`src/rtl/alu_mc.sv`:
```
// Multi-cycle ALU: single-cycle logic/arithmetic ops and a WIDTH-cycle shift-add multiply,
// with a valid/ready handshake and a result held until the consumer takes it.
module alu_mc #(
    parameter int WIDTH = 32
) (
    input  logic             clk,
    input  logic             reset,
    input  logic             in_valid,
    output logic             in_ready,
    input  logic [WIDTH-1:0] a,
    input  logic [WIDTH-1:0] b,
    input  logic [2:0]       op,
    output logic             res_valid,
    input  logic             out_ready,
    output logic [WIDTH-1:0] res,
    output logic             zero,
    output logic             carry,
    output logic             overflow
);

    localparam int CW = $clog2(WIDTH);
    localparam logic [2:0] OP_ADD  = 3'd0;
    localparam logic [2:0] OP_SUB  = 3'd1;
    localparam logic [2:0] OP_XOR  = 3'd2;
    localparam logic [2:0] OP_SLTU = 3'd3;
    localparam logic [2:0] OP_AND  = 3'd4;
    localparam logic [2:0] OP_OR   = 3'd5;
    localparam logic [2:0] OP_SLT  = 3'd6;
    localparam logic [2:0] OP_MUL  = 3'd7;

    typedef enum logic [1:0] {
        IDLE,
        MUL,
        DONE
    } state_t;

    state_t           state;
    state_t           nextState;
    logic [WIDTH-1:0] mcand;
    logic [WIDTH-1:0] mplier;
    logic [WIDTH-1:0] acc;
    logic [WIDTH-1:0] accNext;
    logic [CW-1:0]    cnt;
    logic             accept;
    logic             lastStep;
    logic [WIDTH:0]   sum;
    logic [WIDTH:0]   diff;
    logic [WIDTH-1:0] aluRes;
    logic             aluCarry;
    logic             aluOverflow;

    assign in_ready  = (state == IDLE);
    assign res_valid = (state == DONE);
    assign accept    = in_valid && in_ready;
    assign lastStep  = (cnt == CW'(WIDTH - 1));
    assign accNext   = acc + (mplier[0] ? mcand : '0);

    // Single-cycle datapath; the extra top bit of diff is the unsigned borrow (a < b).
    always_comb begin
        sum         = {1'b0, a} + {1'b0, b};
        diff        = {1'b0, a} - {1'b0, b};
        aluRes      = '0;
        aluCarry    = 1'b0;
        aluOverflow = 1'b0;
        case (op)
            OP_ADD: begin
                aluRes      = sum[WIDTH-1:0];
                aluCarry    = sum[WIDTH];
                aluOverflow = (a[WIDTH-1] == b[WIDTH-1]) && (sum[WIDTH-1] != a[WIDTH-1]);
            end
            OP_SUB: begin
                aluRes      = diff[WIDTH-1:0];
                aluCarry    = diff[WIDTH];
                aluOverflow = (a[WIDTH-1] != b[WIDTH-1]) && (diff[WIDTH-1] != a[WIDTH-1]);
            end
            OP_XOR:  aluRes = a ^ b;
            OP_SLTU: aluRes = {{(WIDTH-1){1'b0}}, diff[WIDTH]};
            OP_AND:  aluRes = a & b;
            OP_OR:   aluRes = a | b;
            OP_SLT:  aluRes = {{(WIDTH-1){1'b0}}, ($signed(a) < $signed(b))};
            default: aluRes = '0;
        endcase
    end

    always_ff @(posedge clk or posedge reset) begin
        if (reset) begin
            state <= IDLE;
        end else begin
            state <= nextState;
        end
    end

    always_comb begin
        nextState = state;
        case (state)
            IDLE:    if (accept) nextState = (op == OP_MUL) ? MUL : DONE;
            MUL:     if (lastStep) nextState = DONE;
            DONE:    if (out_ready) nextState = IDLE;
            default: nextState = IDLE;
        endcase
    end

    // Results only change on acceptance of a single-cycle op or on the final multiply step,
    // so res and the flags naturally hold their last value while res_valid is low.
    always_ff @(posedge clk or posedge reset) begin
        if (reset) begin
            mcand    <= '0;
            mplier   <= '0;
            acc      <= '0;
            cnt      <= '0;
            res      <= '0;
            zero     <= 1'b0;
            carry    <= 1'b0;
            overflow <= 1'b0;
        end else if (accept && (op == OP_MUL)) begin
            mcand  <= a;
            mplier <= b;
            acc    <= '0;
            cnt    <= '0;
        end else if (accept) begin
            res      <= aluRes;
            zero     <= (aluRes == '0);
            carry    <= aluCarry;
            overflow <= aluOverflow;
        end else if (state == MUL) begin
            acc    <= accNext;
            mcand  <= mcand << 1;
            mplier <= mplier >> 1;
            cnt    <= cnt + CW'(1);
            if (lastStep) begin
                res      <= accNext;
                zero     <= (accNext == '0);
                carry    <= 1'b0;
                overflow <= 1'b0;
            end
        end
    end

endmodule
```
`config.mk`:
```
export PLATFORM = sky130hd
export DESIGN_NAME = alu_mc
export DESIGN_NICKNAME = d
export VERILOG_FILES = /design/src/rtl/alu_mc.sv
export SDC_FILE = /design/constraint.sdc
export NUM_CORES = 1
export LEC_CHECK = 0
export BUFFER_PORTS_ARGS = -buffer_cell sky130_fd_sc_hd__buf_2
export CORE_MARGIN = 2
export CORE_UTILIZATION = 40
export CTS_CLUSTER_SIZE = 40
export DETAILED_ROUTE_END_ITERATION = 8
export PLACE_DENSITY = 0.53
export SYNTH_ARGS = -nofsm -noshare
export SYNTH_HDL_FRONTEND = slang
export SYNTH_SLANG_ARGS = --single-unit
```
`constraint.sdc`:
```
create_clock -name clk -period 5.6 [get_ports clk]
set_clock_uncertainty 0.1 [all_clocks]
set_input_delay 1.12 -clock clk [delete_from_list [all_inputs] [get_ports clk]]
set_output_delay 1.12 -clock clk [all_outputs]
set_load 0.005 [all_outputs]
```
[Yosys cells after proc, flatten, opt, wreduce, memory -nomap -nowiden]
Index checks and enable logic that the tools add are counted.
W data, S select, Z words.
Word-level totals
  register bits after elaboration: 138
  bits of input ports: 71
Cells by class
  add/subtract/negate cells: 4
  magnitude comparators: 1
  equality and inequality tests: 18
  multiplexer cells: 31
  bitwise operators: 4
  reduce and logical (&&, ||, !) cells: 14
Operators by type and width (count)
  $mux W32: 13
  $pmux W32 S7: 1
  $logic_not A32 Y1: 2
  $add A32 B32 Y33: 1
  $sub A32 B32 Y33: 1
  $add A32 B32 Y32: 1
  $and A32 B32 Y32: 1
  $lt A32 B32 Y1: 1
  $or A32 B32 Y32: 1
  $xor A32 B32 Y32: 1
  $mux W5: 3
  $eq A3 B3 Y1 const B: 4
  $mux W2: 4
  $mux W1: 7
  $eq A3 B2 Y1 const B: 2
  $ne A2 B1 Y1 const B: 3
  $pmux W2 S3: 1
  $reduce_and A3 Y1: 2
  $reduce_bool A2 Y1: 3
  $add A5 B1 Y5 const B: 1
  $eq A5 B5 Y1 const B: 1
  $logic_and A1 B1 Y1: 4
  $pmux W1 S2: 2
  $eq A3 B1 Y1 const B: 1
  other kinds (9): 11

[Longest topological paths before layout]
Gate-level depths: netlist of run 1.
  depth in word-level cells: 6
  depth in mapped cells: 16
  gate-level depth less buffers: 15

[Least setup slack after synthesis of run 1]
OpenSTA, ideal clock, no wires.
  path kind: input to register
  start point: input port a[0]
  end point: register zero
  setup time: 0.087 ns
  arrival: 4.204 ns
  required time: 5.413 ns
  setup slack: 1.210 ns
  cell stages on the path: 14
  buffers on the path: 0
  path through: inv_1 ha_1 fa_1 o21bai_2 nand3_1 a2111oi_2 nor2_2 a211o_1 a221oi_1 o22ai_1 or4_4 nor4b_2 nand4_1 o211ai_1
Between the ends
  word-level cells in the longest chain between the ends: 4
  elaborated cells on any way between the ends: 9
RTL lines
  from (decl): line 10  | input logic [WIDTH-1:0] a,
  $sub A32 B32 Y33 (tied with other cells): line 61  | diff = {1'b0, a} - {1'b0, b};
  $pmux W32 S7 *: line 65  | case (op)
  $logic_not A32 Y1 *: line 122  | zero <= (aluRes == '0);
  $mux W1 *: line 120  | end else if (accept) begin
  to (signal assigned): line 122
  to (signal assigned): line 132  | zero <= (accNext == '0);
  to (decl): line 16  | output logic zero,
Every way passes the cells marked *; elsewhere a longest branch is shown, timed or not.
A chain may end at the register's enable or synchronous reset.

[Worst setup path after layout of run 1]
  start point: input port b[0]
  end point: register zero
Between the ends
  word-level cells in the longest chain between the ends: 4
  elaborated cells on any way between the ends: 9
RTL lines
  from (decl): line 11  | input logic [WIDTH-1:0] b,
  $sub A32 B32 Y33 (tied with other cells): line 61
  $pmux W32 S7 *: line 65
  $logic_not A32 Y1 *: line 122
  $mux W1 *: line 120
Marked as above.

==> flow_metrics.py, run 1 <==
metrics = {
    "synth": {
        "yosysMostFrequentCell": "nand2_1",
        "syn_area_mm2": 0.0134,
        "ys_async_sr_fraction": 1.00,
        "yosys_warnings": 0,
        "yosysTopAreaCellShare": 0.257,
        "syn-num-nets": 1984,
        "synth-xor-area-share": 0.0319,
        "synthCells": 1764,
        "synth_edf_count": 0,
        "yosys.area_share.adder": 0.140,
        "synth-simple-area-share": 0.223,
        "ys.flop_type": "dfrtp_1",
        "synthMuxAreaShare": 0.0207,
        "ys_top_cells_by_count": "289 x nand2_1, 146 x ha_1, 140 x nor2_1",
        "synth.distinct_cells": 93,
        "synth_area_leaders": "dfrtp_1 26%, ha_1 14%, nand2_1 8.1%",
        "synth_compound_area_frac": 0.266,
        "synth_top_area_cell": "dfrtp_1",
        "syn_avg_cell_area_um2": 7.62,
        "ys_seq_area_frac": 0.257,
        "synth_top_family_by_area": "compound AO/OA/AOI/OAI gates",
        "synth-seq-cells": 138,
    },
    "setup_path": {
        "ff2ff_setup_slack_ps": 1210,
        "crit_required_ps": 5870,
        "regToRegEndpoint": "zero$_DFFE_PP0P_",
        "path_class": "in -> reg",
        "arrival_ps": 5150,
        "end_kind": "flop",
        "crit_fanout": 4,
        "start_kind": "input pin",
        "r2r-start": "mplier[0]$_DFFE_PP0P_",
        "r2r.worst_path.cells": 16,
    },
    "finish": {
        "area.growth.synth_to_final_pct": 11.3,
        "fin_nets": 2034,
        "fillers": 3382,
        "drive_gt1_frac": 0.112,
        "regArea_mm2": 0.00345,
        "fin_area_mm2": 0.0150,
        "multi_input_area_mm2": 0.00920,
    },
    "clock_tree": {
        "clockBufferDepth": 2,
        "cts_tree": "yes",
        "clk_pin_slew_ps": 60,
        "root_buffer": "clkbuf_16",
        "post_cts_buffers": 0,
        "cts.sinks": 138,
        "cts_buffers": 17,
        "post_cts_resized": 0,
        "htreeDepth": 4,
        "hold_buffers": 0,
        "clkLatencyLatePin_ps": 460,
    },
    "sta": {
        "finalHoldViolCount": 0,
        "grt_setup_unrepaired": "no",
        "max_freq_mhz": 205,
        "fin_ws_ps": 719,
        "drv_slew": 0,
        "fin_setup_tns_ps": 0,
        "slew-limit-headroom": 0.254,
        "fin_crit_ps": 4880,
        "tightest_slew_ps": 1110,
        "setup_viol": 0,
        "finalCritPeriodShare": 0.872,
    },
    "die": {
        "dieArea_mm2": 0.0351,
        "die_h_um": 187,
        "coreArea_mm2": 0.0333,
        "start_util": 0.404,
        "ioPinCount": 108,
        "rows": 67,
        "fp.dieW_um": 187,
    },
    "power": {
        "p_sw_frac": 0.448,
        "power_frac_clock": 0.222,
        "worst_ir_drop_vdd_uv": 266,
        "combPwrFrac": 0.449,
        "pwr-share-seq": 0.329,
        "power.static_leakage_nw": 6.96,
        "p_sw_mw": 2.43,
        "powerDensity_mw_per_mm2": 363,
        "internal_power_mw": 3.00,
    },
    "place": {
        "port_buffers": 107,
        "place_hpwl_um": 39000,
        "globalplace.congestion": 0.919,
        "dpl_worst_slack_ps": 382,
        "placed_area_mm2": 0.0144,
    },
    "global_route": {
        "grt-ovfl-total": 0,
        "grt_use_total": 0.293,
        "grt_pass1_vias": 12849,
        "grt_max_degree": 113,
        "antenna_found_initial": 1,
        "grt_pass1_wl_um": 79000,
    },
    "outcome": {
        "outcome": "completed",
    },
    "routing": {
        "ant_nets": 0,
        "drc": 0,
        "wl_um": 51600,
        "drtPass1Iterations": 6,
        "wl_per_cell_um": 22.7,
        "vias": 13384,
        "drtIter0Drc": 1145,
        "avgViaCountPerCell": 5.88,
    },
    "worst_hold_path": {
        "hold_depth": 2,
        "min_path_type": "reg -> reg",
        "min_to": "res[15]$_DFFE_PP0P_",
        "hold_start": "res[15]$_DFFE_PP0P_",
    },
    "flow_run": {
        "maxCapViolations": 0,
    },
}
-- power groups by stage --
stage / logic, mW / clock network [mW] / registers, mW
3_3_place_gp: 2.40 / 0 / 1.79
5_1_grt: 2.72 / 1.27 / 1.84
4_1_cts: 2.42 / 1.23 / 1.78
2_1_floorplan: 1.67 / 0 / 1.66
3_5_place_dp: 2.41 / 0 / 1.79
6_report: 2.44 / 1.21 / 1.78
-- layout make-up --
| cell class | count | area share |
|---|---|---|
| clock inverter | 14 | 0.0108 |
| timing repair buffer | 132 | 0.0500 |
| antenna | 1 | 0.000167 |
| multi-input combinational | 1417 | 0.615 |
| sequential | 138 | 0.231 |
| tap | 448 | 0.0375 |
| clock buffer | 18 | 0.0287 |
| inverter | 108 | 0.0276 |
-- routing by layer --
layer  vias up  track usage  share of wire
met2       401        0.449           0.44
met4         2       0.0781          0.023
met1      6507        0.422           0.48
met5         -       0.0124         0.0011
met3        61       0.0537          0.058
li1       6413            -              -
-- critical path: stages --
cell and delay (ps):
buf_2 130, ha_1 240, fa_1 430, a211oi_1 430, o21ai_1 250, a21oi_1 390
o21ai_1 160, a221o_1 310, a21oi_1 310, o2111ai_1 160, nor4_1 460, nand4_1 170
nor4b_2 300, nand4_1 140, o211ai_1 140
-- per-stage QoR --
step / std cells / utilization / hold WS, ps / total power, mW
final: 2276 / 0.450 / 359 / 5.43
after global routing: 2275 / 0.450 / 402 / 5.83
after CTS: 2275 / 0.450 / 367 / 5.43
after detailed placement: 2243 / 0.432 / 352 / 4.20
after global placement: 2243 / 0.432 / 346 / 4.19
after floorplan: 1764 / - / 346 / 3.33
-- registers in the layout (all words and copies together), names as in the netlist --
signal / flops
cnt: 5
state: 2
mcand: 32
acc: 32
zero: 1
res: 32
overflow: 1
mplier: 32
carry: 1
-- cells in the final DEF, fill, tap and decap left out, types with 5 or more instances in the layout --
cell type  instances
nand2_1          289
ha_1             146
nor2_1           138
dfrtp_1          138
a21oi_1          136
buf_2            107
o21ai_0          105
inv_1            102
a22oi_1           56
nand3_1           40
and2_1            34
xnor2_1           33
nor3_1            32
o22ai_1           32
o211ai_1          28
nand4_1           25
a211oi_1          24
buf_4             23
nor2b_1           21
mux2i_1           21
o21bai_1          18
a21o_1            18
clkbuf_16         17
xor2_1            16
a31oi_1           15
nor4_1            12
o21a_1            11
a221oi_1          10
or3_1              8
a311oi_1           8
o21ai_1            8
nand2b_1           8
and3_1             7
o221ai_1           7
o2111ai_1          6
o31a_1             6
o31ai_1            5
mux2_2             5
a22o_1             5
-- worst max-delay path by stage --
stage	from	end	slack, ps	cells after the start
6_report	b[0]	zero$_DFFE_PP0P_	720	15
5_1_grt	a[0]	zero$_DFFE_PP0P_	580	15
4_1_cts	a[0]	zero$_DFFE_PP0P_	850	16
3_5_place_dp	a[0]	zero$_DFFE_PP0P_	380	16
3_3_place_gp	a[0]	zero$_DFFE_PP0P_	470	16
2_1_floorplan	reset	acc[0]$_DFFE_PP0P_	680	1
-- kinds of logic (layout without fill, tap and decap cells) --
| kind of cell | Yosys count | in the layout |
|---|---|---|
| compound gates | 543 | 543 |
| xor+xnor | 49 | 49 |
| fa+ha+maj | 149 | 149 |
| buf+inv | 209 | 272 |
| flops | 138 | 138 |
| mux | 27 | 27 |
| other cells | 0 | 1 |
| simple gates | 649 | 649 |
(Power assumes the default switching activity.)
==> run 2, diff against run 1 <==
==> constraint.sdc (replaced) <==
create_clock -name clk -period 5.6 [get_ports clk]
set_clock_uncertainty 0.1 [all_clocks]
set_input_delay 0.56 -clock clk [delete_from_list [all_inputs] [get_ports clk]]
set_output_delay 0.56 -clock clk [all_outputs]
set_load 0.005 [all_outputs]
==> run 2 against run 1 <==
Against the previous run: combinational power barely moved; cell count fell by 0.13%; clock power rose by 4%; sequential share of layout area hardly changed; critical path depth decreased by 1; non-clock buffer count decreased by 2; die area unchanged; worst setup slack better by 560 ps; global-route usage is 0.17 points lower; via count rose by 0.89%; count of clock-buffer cells in the layout is 1 lower; highest routed layer unchanged.
==> flow_metrics.py, run 2 (same netlist as run 1, synthesis figures left out) <==
metrics = {
    "global_route": {
        "grt_use_total": 0.292,
        "grt_pass1_wl_um": 79000,
        "antenna_found_initial": 2,
        "grt-ovfl-total": 0,
        "grt_pass1_vias": 12873,
        "grt_max_degree": 97,
    },
    "die": {
        "rows": 67,
        "die_h_um": 187,
        "coreArea_mm2": 0.0333,
        "fp.dieW_um": 187,
        "dieArea_mm2": 0.0351,
        "ioPinCount": 108,
        "start_util": 0.404,
    },
    "outcome": {
        "outcome": "completed",
    },
    "place": {
        "place_hpwl_um": 38800,
        "port_buffers": 107,
        "dpl_worst_slack_ps": 927,
        "globalplace.congestion": 0.928,
    },
    "routing": {
        "drtPass1Iterations": 5,
        "ant_nets": 0,
        "avgViaCountPerCell": 5.94,
        "drtIter0Drc": 1143,
        "route.layer.met1.wl_um": 24800,
        "vias": 13503,
        "top_layer_used": "met5",
        "wl_per_cell_um": 22.5,
        "wl_um": 51100,
        "drc": 0,
        "wl_met3_um": 2930,
        "dr_wl_met2_um": 22500,
    },
    "setup_path": {
        "crit_fanout": 11,
        "path_class": "in -> reg",
        "arrival_ps": 4600,
        "crit_buf_inv": 2,
        "slowest_stage": "o31ai_1",
        "crit_required_ps": 5890,
        "crit_path_cell_trace": "buf_2 > inv_1 > ha_1 > o211ai_1 > a2111oi_0 > a22o_1 > nor2_1 > o31ai_1 > xor2_1 > a221o_1 > or4_4 > nor4b_2 > nand4_1 > o211ai_1",
        "critPathTopFamily": "compound AO/OA/AOI/OAI gates",
        "crit_top_cell": "o211ai_1",
        "end_kind": "flop",
        "start_kind": "input pin",
        "max_stage_delay_ps": 670,
    },
    "finish": {
        "layout_common_cells": "289 x nand2_1, 146 x ha_1, 138 x nor2_1, 138 x dfrtp_1, 136 x a21oi_1",
        "area.growth.synth_to_final_pct": 11.1,
        "regArea_mm2": 0.00345,
        "final_common_cell": "nand2_1",
        "multi_input_area_mm2": 0.00920,
        "fillers": 3484,
        "antenna_cells": 0,
        "fin_nets": 2032,
        "drive_gt1_frac": 0.111,
    },
    "sta": {
        "finalHoldViolCount": 0,
        "fin_setup_tns_ps": 0,
        "slew-limit-headroom": 0.327,
        "fin_ws_ps": 1280,
        "tightest_slew_ps": 1010,
        "drv_slew": 0,
        "setup_viol": 0,
        "max_freq_mhz": 232,
        "fin_crit_ps": 4320,
        "grt_setup_unrepaired": "no",
        "finalCritPeriodShare": 0.771,
    },
    "power": {
        "pwr-share-seq": 0.326,
        "combPwrFrac": 0.443,
        "p_sw_mw": 2.44,
        "finalPower_mw": 5.48,
        "power.static_leakage_nw": 6.96,
        "power_frac_clock": 0.231,
        "p_sw_frac": 0.445,
        "worst_ir_drop_vdd_uv": 248,
        "internal_power_mw": 3.04,
        "powerDensity_mw_per_mm2": 366,
    },
    "clock_tree": {
        "clkLatencyLatePin_ps": 460,
        "cts_tree": "yes",
        "clockBufferDepth": 2,
        "hold_buffers": 0,
        "post_cts_resized": 0,
        "htreeDepth": 4,
        "post_cts_buffers": 0,
        "root_buffer": "clkbuf_16",
        "cts.sinks": 138,
        "cts_buffers": 17,
        "clk_pin_slew_ps": 80,
    },
    "flow_run": {
        "maxCapViolations": 0,
    },
    "worst_hold_path": {
        "min_path_type": "in -> async",
    },
}
## run 2: worst paths after layout
| kind | from | endpoint | slack [ps] | depth (start not counted) |
|---|---|---|---|---|
| max | b[4] | zero$_DFFE_PP0P_ | 1280 | 14 |
| min | reset | mplier[7]$_DFFE_PP0P_ | 170 | 2 |
| max reg2reg | mplier[0]$_DFFE_PP0P_ | zero$_DFFE_PP0P_ | 1440 | 15 |
| min reg2reg | res[15]$_DFFE_PP0P_ | res[15]$_DFFE_PP0P_ | 360 | 2 |
| max in group asynchronous | reset | acc[27]$_DFFE_PP0P_ | 3980 | 3 |
| min in group clk | b[21] | mplier[21]$_DFFE_PP0P_ | 250 | 3 |
## run 2: area by class of cell
cell class              count  share of cell area
multi-input cells        1417               0.615
clock buffers              17              0.0285
flip-flops and latches    138               0.231
inverters                 108              0.0276
well taps                 448              0.0375
clock inverters            15              0.0125
repair buffers            130              0.0474
## run 2: per-stage QoR
stage               std cells  utilization  hold slack [ps]  area (µm²)
floorplan                1764            -              346       13400
global placement         2241        0.431              346       14300
detailed placement       2241        0.431              351       14300
CTS                      2273        0.449              237       14900
global route             2273        0.449              273       14900
finish                   2273        0.449              173       14900
## run 2: layer usage
metal  vias to the layer above  GRT usage
li1                       6406          -
met4                         2     0.0800
met5                         -          0
met1                      6638      0.428
met3                        47     0.0358
met2                       410      0.450
## run 2: worst register-to-register path: stages, from the launching register on
cell      delay (ps)
dfrtp_1          440
and2_1           170
ha_1             210
fa_1             430
a21o_1           190
nand4_1          120
a21oi_1          130
o32a_1           390
a221oi_1         350
o221a_2          300
and4_1           240
nor4bb_1         280
nand4_1          140
and4b_1          290
nand4_1          100
o211ai_1         200
## run 2: power by group through the flow
stage	clock network [mW]	logic (mW)	registers, mW
finish	1.26	2.43	1.79
detailed placement	0	2.40	1.79
global placement	0	2.39	1.79
floorplan	0	1.67	1.66
CTS	1.29	2.42	1.78
global route	1.32	2.72	1.84
==> run 3, diff against run 2 <==
ABC_AREA = 1   (was not set)
clock period = 4 ns   (was 5.6 ns; I/O delays follow)
==> run 3 against run 2 <==
Against the previous run: cell count rose by 31%; worst setup slack got worse by 750 ps; count of clock-buffer cells in the layout rose by 1; sequential cell count did not move; first-iteration DRC count rose by 28%; core utilization rose by 0.069 points; synthesized cell count rose by 37%; critical path depth rose by 5; hold slack got worse by 110 ps; combinational power rose by 47%; critical endpoint unchanged; largest cell class unchanged; highest routed layer is now met4.
==> flow_metrics.py, run 3 <==
metrics = {
    "synth": {
        "syn_area_mm2": 0.0147,
        "syn_avg_cell_area_um2": 6.10,
        "synth_edf_count": 0,
        "synth.distinct_cells": 43,
        "ys_top_cells_by_count": "720 x nand2_1, 384 x inv_1, 266 x nor2_1",
        "ys_seq_area_frac": 0.234,
        "yosysTopAreaCellShare": 0.234,
        "syn-num-nets": 2634,
        "synth_top_area_cell": "dfrtp_1",
        "yosysMostFrequentCell": "nand2_1",
        "synth_area_leaders": "dfrtp_1 23%, nand2_1 18%, ha_1 12%",
        "ys_async_sr_fraction": 1.00,
        "ys.flop_type": "dfrtp_1",
        "synthCells": 2414,
        "yosys_warnings": 0,
        "synth-seq-cells": 138,
    },
    "sta": {
        "tightest_slew_ps": 1060,
        "setup_viol": 0,
        "hold_slack_ps": 63.9,
        "fin_setup_tns_ps": 0,
        "max_freq_mhz": 288,
        "drv_slew": 0,
        "slew-limit-headroom": 0.290,
        "finalCritPeriodShare": 0.867,
        "fin_crit_ps": 3470,
        "grt_setup_unrepaired": "no",
        "finalHoldViolCount": 0,
    },
    "finish": {
        "drive_gt1_frac": 0.0746,
        "final_common_cell": "nand2_1",
        "area.growth.synth_to_final_pct": 11.2,
        "fin_nets": 2713,
        "final_util": 0.450,
        "fillers": 3978,
        "final_cells": 2976,
        "layout_common_cells": "720 x nand2_1, 383 x inv_1, 263 x nor2_1",
        "fin_area_mm2": 0.0164,
    },
    "clock_tree": {
        "htreeDepth": 4,
        "cts_tree": "yes",
        "post_cts_buffers": 0,
        "root_buffer": "clkbuf_16",
        "clkLatencyLatePin_ps": 460,
        "cts_buffers": 17,
        "cts.sinks": 138,
        "clk_pin_slew_ps": 70,
        "clockBufferDepth": 2,
    },
    "power": {
        "p_sw_mw": 3.56,
        "power.static_leakage_nw": 9.21,
        "worst_ir_drop_vdd_uv": 288,
        "combPwrFrac": 0.473,
        "internal_power_mw": 3.99,
        "power_frac_clock": 0.210,
        "p_sw_frac": 0.472,
        "powerDensity_mw_per_mm2": 461,
        "pwr-share-seq": 0.316,
    },
    "die": {
        "coreArea_mm2": 0.0364,
        "rows": 70,
        "start_util": 0.404,
        "fp.dieW_um": 196,
        "die_h_um": 196,
        "ioPinCount": 108,
        "dieArea_mm2": 0.0384,
    },
    "setup_path": {
        "arrival_ps": 3760,
        "start_kind": "flop",
        "end_kind": "flop",
        "crit_required_ps": 4290,
        "ff2ff_setup_slack_ps": 530,
        "crit_fanout": 8,
        "path_class": "reg -> reg",
    },
    "place": {
        "port_buffers": 107,
        "place_hpwl_um": 50800,
        "globalplace.congestion": 0.992,
        "dp_cells": 2941,
        "placed_area_mm2": 0.0158,
    },
    "global_route": {
        "grt_max_degree": 89,
        "grt_pass1_vias": 15820,
        "antenna_found_initial": 2,
        "grt_use_total": 0.332,
        "grt_pass1_wl_um": 95900,
        "grt-ovfl-total": 0,
    },
    "routing": {
        "drtPass1Iterations": 5,
        "wl_per_cell_um": 21.2,
        "ant_nets": 0,
        "drc": 0,
        "drtIter0Drc": 1465,
        "vias": 16305,
        "avgViaCountPerCell": 5.48,
        "wl_um": 63200,
    },
    "outcome": {
        "outcome": "completed",
    },
    "flow_run": {
        "maxCapViolations": 0,
    },
    "worst_hold_path": {
        "min_path_type": "in -> reg",
    },
}
## run 3: metal layers
layer,GRT usage,part of all wire,vias up
li1,-,-,7885
met1,0.473,0.46,7682
met2,0.520,0.44,634
met3,0.0394,0.069,104
met4,0.113,0.033,0
met5,0,0,-
## run 3: final timing paths
path                                  startpoint  depth (start not counted)                     end
max                        mplier[0]$_DFFE_PP0P_                         19        zero$_DFFE_PP0P_
min                                    out_ready                          2    state[1]$_DFFE_PP0P_
max reg2reg                mplier[0]$_DFFE_PP0P_                         19        zero$_DFFE_PP0P_
min reg2reg                   cnt[3]$_DFFE_PP0P_                          1      cnt[3]$_DFFE_PP0P_
max in group asynchronous                  reset                          4  mplier[18]$_DFFE_PP0P_
min in group asynchronous                  reset                          3    mcand[4]$_DFFE_PP0P_
## run 3: worst max-delay path, stage by stage (launching register included)
cell and delay (ps):
dfrtp_1 480, nand2_1 100, inv_1 40, ha_1 220, fa_1 450, nand3_1 90, nand3_1 130, a21oi_1 360
o21ai_0 290, nand2_1 190, nand3_1 90, nand2_1 60, nand2_1 110, nor2_1 120, nand2_1 60, nor2_1 170
nand4_1 150, nand2_1 90, nand2_1 40, nand2_1 50
## run 3: logic make-up after synthesis
kind of cell,synth area share
compound gates,0.156
xor+xnor,0.0113
fa+ha+maj,0.128
buf+inv,0.124
flops,0.234
simple gates,0.346
## run 3: what timing repair did
action / in CTS / in global routing
hold buffers: 1 / 0
hold endpoints to repair: 8 / 0
resized for setup: 0 / 0
## run 3: cell type report
cell class / count / area [µm²] / area share
clock buffers: 18 / 429 / 0.0262
diodes: 2 / 5.00 / 0.000305
inverters: 392 / 1480 / 0.0900
repair buffers: 141 / 831 / 0.0507
flip-flops and latches: 138 / 3450 / 0.211
well taps: 468 / 586 / 0.0357
clock inverters: 14 / 133 / 0.00809
multi-input cells: 1803 / 9470 / 0.578
## run 3: through the flow
step	worst slack [ps]	total power [mW]
floorplan	1320	4.60
global placement	450	5.91
detailed placement	533	5.92
global route	248	8.14
finish	532	7.55
CTS	530	7.54
## run 3: power groups by stage
stage	Sequential [mW]	Clock (mW)	Combinational [mW]
after detailed placement	2.40	0	3.53
after CTS	2.38	1.61	3.55
final	2.39	1.59	3.57
after global routing	2.45	1.67	4.02
after floorplan	2.25	0	2.35
after global placement	2.39	0	3.52
